## config.mk

```make
export PLATFORM = sky130hd
export DESIGN_NAME = fetch_stage
export DESIGN_NICKNAME = d
export VERILOG_FILES = /design/src/rtl/fetch_pkg.sv /design/src/rtl/fetch_skid_reg.sv /design/src/rtl/fetch_stage.sv
export SDC_FILE = /design/constraint.sdc
export NUM_CORES = 1
export LEC_CHECK = 0
export ABC_AREA = 1
export CORE_UTILIZATION = 53
export CTS_BUF_LIST = sky130_fd_sc_hd__clkbuf_4 sky130_fd_sc_hd__clkbuf_8
export DETAILED_ROUTE_END_ITERATION = 7
export PLACE_DENSITY = 0.91
export SLEW_MARGIN = 30
export SYNTH_ARGS = -nofsm -noshare
export SYNTH_HDL_FRONTEND = slang
export SYNTH_SLANG_ARGS = --single-unit
```

## constraint.sdc

```tcl
create_clock -name clk -period 1.8 [get_ports clk]
set_input_delay 0.36 -clock clk [delete_from_list [all_inputs] [get_ports clk]]
set_output_delay 0.36 -clock clk [all_outputs]
set_load 0.02 [all_outputs]
```

## src/rtl/fetch_pkg.sv

```systemverilog
// rtl/fetch_pkg.sv - shared types and constants for the instruction-fetch stage
package fetch_pkg;

  localparam int unsigned XLEN     = 32;
  localparam logic [31:0] PC_STEP  = 32'd4;
  localparam logic [31:0] NOP_INSN = 32'h0000_0000;

  typedef enum logic [1:0] {
    REQ  = 2'd0,
    HOLD = 2'd1,
    DROP = 2'd2
  } fetch_state_t;

  // Output-register update selector driven by the fetch FSM
  typedef enum logic [2:0] {
    OUT_HOLD   = 3'd0,
    OUT_MEM    = 3'd1,
    OUT_BUF    = 3'd2,
    OUT_BUBBLE = 3'd3,
    OUT_FLUSH  = 3'd4
  } out_ctl_t;

endpackage

```

## src/rtl/fetch_skid_reg.sv

```systemverilog
// rtl/fetch_skid_reg.sv - hold buffer plus IF/ID output register
module fetch_skid_reg
  import fetch_pkg::*;
#(
  parameter logic [XLEN-1:0] NOP_VAL = NOP_INSN
) (
  input  logic            clk,
  input  logic            rst_n,
  input  out_ctl_t        ctl,
  input  logic            buf_load,
  input  logic [XLEN-1:0] rdata,
  input  logic [XLEN-1:0] addrs_in,
  output logic [XLEN-1:0] instruction,
  output logic [XLEN-1:0] addrs,
  output logic            valid
);

  logic [XLEN-1:0] hold_buf_q, hold_buf_d;
  logic [XLEN-1:0] insn_q, insn_d;
  logic [XLEN-1:0] addrs_q, addrs_d;
  logic            valid_q, valid_d;

  // Next-state selection for the buffer and the visible output registers
  always_comb begin
    hold_buf_d = hold_buf_q;
    insn_d     = insn_q;
    addrs_d    = addrs_q;
    valid_d    = valid_q;
    if (buf_load) hold_buf_d = rdata;
    unique case (ctl)
      OUT_MEM: begin
        insn_d  = rdata;
        addrs_d = addrs_in;
        valid_d = 1'b1;
      end
      OUT_BUF: begin
        insn_d  = hold_buf_q;
        addrs_d = addrs_in;
        valid_d = 1'b1;
      end
      OUT_BUBBLE: begin
        insn_d  = NOP_VAL;
        valid_d = 1'b0;
      end
      OUT_FLUSH: begin
        insn_d     = NOP_VAL;
        addrs_d    = '0;
        valid_d    = 1'b0;
        hold_buf_d = NOP_VAL;
      end
      default: ;
    endcase
  end

  // Register state with asynchronous reset to the flushed value
  always_ff @(posedge clk or negedge rst_n) begin
    if (!rst_n) begin
      hold_buf_q <= NOP_VAL;
      insn_q     <= NOP_VAL;
      addrs_q    <= '0;
      valid_q    <= 1'b0;
    end else begin
      hold_buf_q <= hold_buf_d;
      insn_q     <= insn_d;
      addrs_q    <= addrs_d;
      valid_q    <= valid_d;
    end
  end

  assign instruction = insn_q;
  assign addrs       = addrs_q;
  assign valid       = valid_q;

endmodule

```

## src/rtl/fetch_stage.sv

```systemverilog
// rtl/fetch_stage.sv - PC, imem handshake FSM, stall and redirect handling
module fetch_stage
  import fetch_pkg::*;
#(
  parameter logic [31:0] RESET_PC  = 32'h0000_0000,
  parameter logic [31:0] STEP      = PC_STEP,
  parameter logic [31:0] NOP_VALUE = NOP_INSN
) (
  input  logic        clk,
  input  logic        rst_n,
  output logic        imem_req,
  output logic [31:0] imem_addr,
  input  logic        imem_ready,
  input  logic [31:0] imem_rdata,
  input  logic        stall,
  input  logic        redirect,
  input  logic [31:0] redirect_addr,
  output logic [31:0] instruction,
  output logic [31:0] addrs,
  output logic        valid
);

  fetch_state_t state_q, state_d;
  logic [31:0]  pc_q, pc_d;
  logic [31:0]  fetch_addr_q, fetch_addr_d;
  logic [31:0]  next_addr;
  logic [31:0]  target;
  out_ctl_t     out_ctl;
  logic         buf_load;

  assign next_addr = fetch_addr_q + STEP;
  assign target    = redirect_addr & ~32'h3;

  // Held low during reset so the first request appears right after release
  assign imem_req  = rst_n && (state_q != HOLD);
  assign imem_addr = fetch_addr_q;

  // Next-state, PC and output-register control; redirect always wins
  always_comb begin
    state_d      = state_q;
    pc_d         = pc_q;
    fetch_addr_d = fetch_addr_q;
    out_ctl      = OUT_HOLD;
    buf_load     = 1'b0;
    unique case (state_q)
      REQ: begin
        if (redirect) begin
          out_ctl = OUT_FLUSH;
          pc_d    = target;
          if (imem_ready) begin
            fetch_addr_d = target;
          end else begin
            // Keep imem_addr stable until the outstanding response lands
            state_d = DROP;
          end
        end else if (imem_ready) begin
          if (!stall) begin
            out_ctl      = OUT_MEM;
            pc_d         = next_addr;
            fetch_addr_d = next_addr;
          end else begin
            buf_load = 1'b1;
            state_d  = HOLD;
          end
        end else if (!stall) begin
          out_ctl = OUT_BUBBLE;
        end
      end
      HOLD: begin
        if (redirect) begin
          out_ctl      = OUT_FLUSH;
          pc_d         = target;
          fetch_addr_d = target;
          state_d      = REQ;
        end else if (!stall) begin
          out_ctl      = OUT_BUF;
          pc_d         = next_addr;
          fetch_addr_d = next_addr;
          state_d      = REQ;
        end
      end
      DROP: begin
        out_ctl = OUT_FLUSH;
        if (redirect) pc_d = target;
        if (imem_ready) begin
          // A redirect landing with the response still wins over the older pc
          fetch_addr_d = redirect ? target : pc_q;
          state_d      = REQ;
        end
      end
      default: state_d = REQ;
    endcase
  end

  // State, PC and fetch address registers
  always_ff @(posedge clk or negedge rst_n) begin
    if (!rst_n) begin
      state_q      <= REQ;
      pc_q         <= RESET_PC;
      fetch_addr_q <= RESET_PC;
    end else begin
      state_q      <= state_d;
      pc_q         <= pc_d;
      fetch_addr_q <= fetch_addr_d;
    end
  end

  fetch_skid_reg #(
    .NOP_VAL(NOP_VALUE)
  ) u_skid (
    .clk        (clk),
    .rst_n      (rst_n),
    .ctl        (out_ctl),
    .buf_load   (buf_load),
    .rdata      (imem_rdata),
    .addrs_in   (next_addr),
    .instruction(instruction),
    .addrs      (addrs),
    .valid      (valid)
  );

endmodule

```

==> results by group <==
Status
  – Status: finished, final reports clean

Synth
  – Yosys Warn Count: 0
  – Primary FF master, synth: dfrtp_1
  – Syn_nets: 1038
  – Count leader, synth: nand2_1
  – Yosys top cell area share: 0.526
  – Seq cells post-synth: 163
  – Seq/Total Area, Yosys: 0.526
  – Post-synthesis cell type count: 33
  – Synth Area per Inst: 8.02 sq um
  – FFs w/ async S/R, synth: 1.00
  – EDFF count, synth: 0
  – Top post-synthesis cells by area: dfrtp_1, nand2_1, inv_1, o22ai_1, nand3_1
  – Commonest cells in the netlist: nand2_1, dfrtp_1, inv_1, o22ai_1, nor2_1
  – Cell count after synthesis: 968
  – Synthesized area: 7760 sq um
  – Largest area contributor in the netlist: dfrtp_1

STA
  – Fin. max-slew vios: 0
  – Slew margin rel.: 0.406
  – Period utilization: 0.953
  – Final hold viol count: 0
  – Post-Route Setup TNS: 0 ps
  – Post-layout min period: 1720 ps
  – Actual slew at the worst max-slew pin: 890 ps
  – Final WS setup: 84.0 ps
  – Fmax: 0.583 GHz
  – Final worst clock skew: 7.55 ps
  – Final setup vio count: 0

Floorplan
  – Starting Density: 0.551
  – Die area: 15100 sq um
  – Die Y-Extent: 123 microns
  – Core Footprint: 14100 sq um
  – Die X: 123 microns
  – IO Count: 167
  – Number of placement rows: 43

Setup path
  – Crit-path max cell delay: 420 ps
  – Reg2reg path depth: 10
  – Cell Chain, Critical Path: buf_4 -> dlygate4sd2_1
  – Critical setup path kind: register to output pin
  – Req. time, crit path: 1440 ps
  – Critical Path Start Type: register
  – R2R Path Start: imem_addr[2]$_DFFE_PN0P_
  – Slowest CP cell: dfrtp_1
  – R2r setup slk: 90 ps
  – Crit path capture type: output pin
  – RR Endpoint: imem_addr[12]$_DFFE_PN0P_
  – Buf+Inv Stages, Crit Path: 2
  – Worst Path Max Fanout: 3
  – Delay-heaviest family, CP: buffers and inverters
  – WP data arrival: 1360 ps

Power and ir drop
  – Max VDD drop: 639 uV
  – Leakage power: 5.56 nW
  – PwrDens: 1140 nW/um^2

Clocking
  – Clk buf depth: 2
  – Skew-Pair Late Insertion Delay: 460 ps
  – CTS root buf: clkbuf_8
  – # Post-CTS Setup Buffers: 0
  – TritonCTS clock tree: built
  – Clock slew at reported path FFs: 80 ps
  – H-tree depth: 4
  – CTS buffer count: 17
  – Clk sink count: 163

Global routing
  – GRT Total Usage: 0.304
  – Pin count of the biggest net entering global routing: 164
  – Vias in the first global route: 7263
  – Grt ovf: 0
  – Initial antenna violation count: 0
  – First-pass GRT wire length: 35.3 mm

Job
  – Max cap viols: 0

Route
  – Detailed-router iteration count before antenna repair: 6
  – Avg Vias per Cell: 5.60
  – Via count: 7578
  – WL final: 22.1 mm
  – DRT iter0 DRCs: 1018
  – Antenna Nets Post-Route: 0
  – Average wire per standard cell: 16.3 microns
  – Post-route DRC: 0

Worst hold path
  – Type of the most critical hold path: primary input to async pin

Final layout
  – Util after Layout: 0.736
  – Area delta synth->final: 33.7%
  – Layout cells sized above 1: 0.107
  – Ant diodes: 0
  – Nets: 1231

Placement
  – Pre-CTS setup slack: -199 ps
  – Placer Congestion: 0.903
  – HPWL after DPL: 15.3 mm
  – Number of port buffers: 164
## placed cells by master, fill, tap and decap left out, drive strengths merged
master / synthesis / final
a31oi: 1 / 1
dfrtp: 163 / 163
nand3b: 2 / 2
dlymetal6s2s: 0 / 13
nand3: 56 / 56
ha: 1 / 1
xor2: 12 / 12
nand2: 320 / 320
nor2: 70 / 70
o22ai: 66 / 66
and2: 2 / 2
inv: 118 / 119
xnor2: 1 / 1
clkbuf: 21 / 19
a21o: 6 / 6
clkinv: 1 / 6
a22oi: 14 / 14
bufinv: 0 / 4
o21ai: 55 / 55
a21oi: 25 / 25
dlygate4sd2: 0 / 84
buf: 22 / 55
o211ai: 1 / 1
clkinvlp: 0 / 2
a22o: 10 / 10
clkdlybuf4s50: 0 / 65
o41ai: 1 / 1
## through the flow
step                cell area [sq um]  hold WS (ps)  power [mW]  std cells
floorplan                        7760          64.4        7.11        968
global placement                 9930           457        8.98       1322
detailed placement               9930           465        9.12       1322
CTS                             10300           108        11.8       1353
global route                    10400           124        12.4       1353
finish                          10400          33.1        11.8       1353
## logic make-up (layout without fill, tap and decap cells)
| kind of cell | Yosys count | in the layout | synth area share |
|---|---|---|---|
| AO/OA/AOI/OAI | 179 | 179 | 0.141 |
| XOR/XNOR | 13 | 13 | 0.0147 |
| adder cells (fa/ha/maj) | 1 | 1 | 0.00161 |
| buffers and inverters | 162 | 367 | 0.0840 |
| flip-flops | 163 | 163 | 0.526 |
| AND/OR/NAND/NOR | 450 | 450 | 0.233 |
## per-layer routing
metal  vias to the layer above  wire length [microns]  GRT usage
li1                       3510                      -          -
met1                      3608                   8810      0.391
met2                       408                  10900      0.504
met3                        52                   1850     0.0715
met4                         0                    500      0.107
met5                         -                      0          0
## power by group
part	leakage, nW	switching, mW	internal (mW)	total (mW)
clock	0.218	1.36	1.58	2.94
combinational	3.22	2.40	1.49	3.89
sequential	2.12	0.591	4.40	4.99
## registers in the layout, summed over array words and instances (netlist names)
signal,flops
imem_addr,32
pc_q,32
state_q,2
u_skid.addrs,32
u_skid.hold_buf_q,32
u_skid.instruction,32
u_skid.valid,1
## timing repair
item,4_1_cts,5_1_grt
gates resized for setup,90,38
pin swaps,1,2
hold buffers,0,0
setup endpoints to repair,89,53
## worst max-delay path by stage
stage                                   start                                 end  slack [ps]  cells past startpoint
CTS                    state_q[0]$_DFFE_PN0P_                            imem_req          -9                      4
finish               imem_addr[9]$_DFFE_PN0P_                        imem_addr[9]          80                      2
detailed placement                      stall  u_skid.instruction[27]$_DFFE_PN0P_        -200                      9
global route        imem_addr[12]$_DFFE_PN0P_                pc_q[29]$_DFFE_PN0P_         -30                     11
floorplan            imem_addr[3]$_DFFE_PN0P_           imem_addr[18]$_DFFE_PN0P_          80                     10
global placement                        stall            imem_addr[4]$_DFFE_PN0P_        -180                      9
## layout make-up
cell class                 count  area [sq um]
clock buffer                  19           262
clock inverter                12           180
fill                        1028          3720
inverter                     119           452
multi-input combinational    643          3110
sequential                   163          4090
tap                          180           225
timing repair buffer         217          2060
Power figures use the tool's default switching activity.
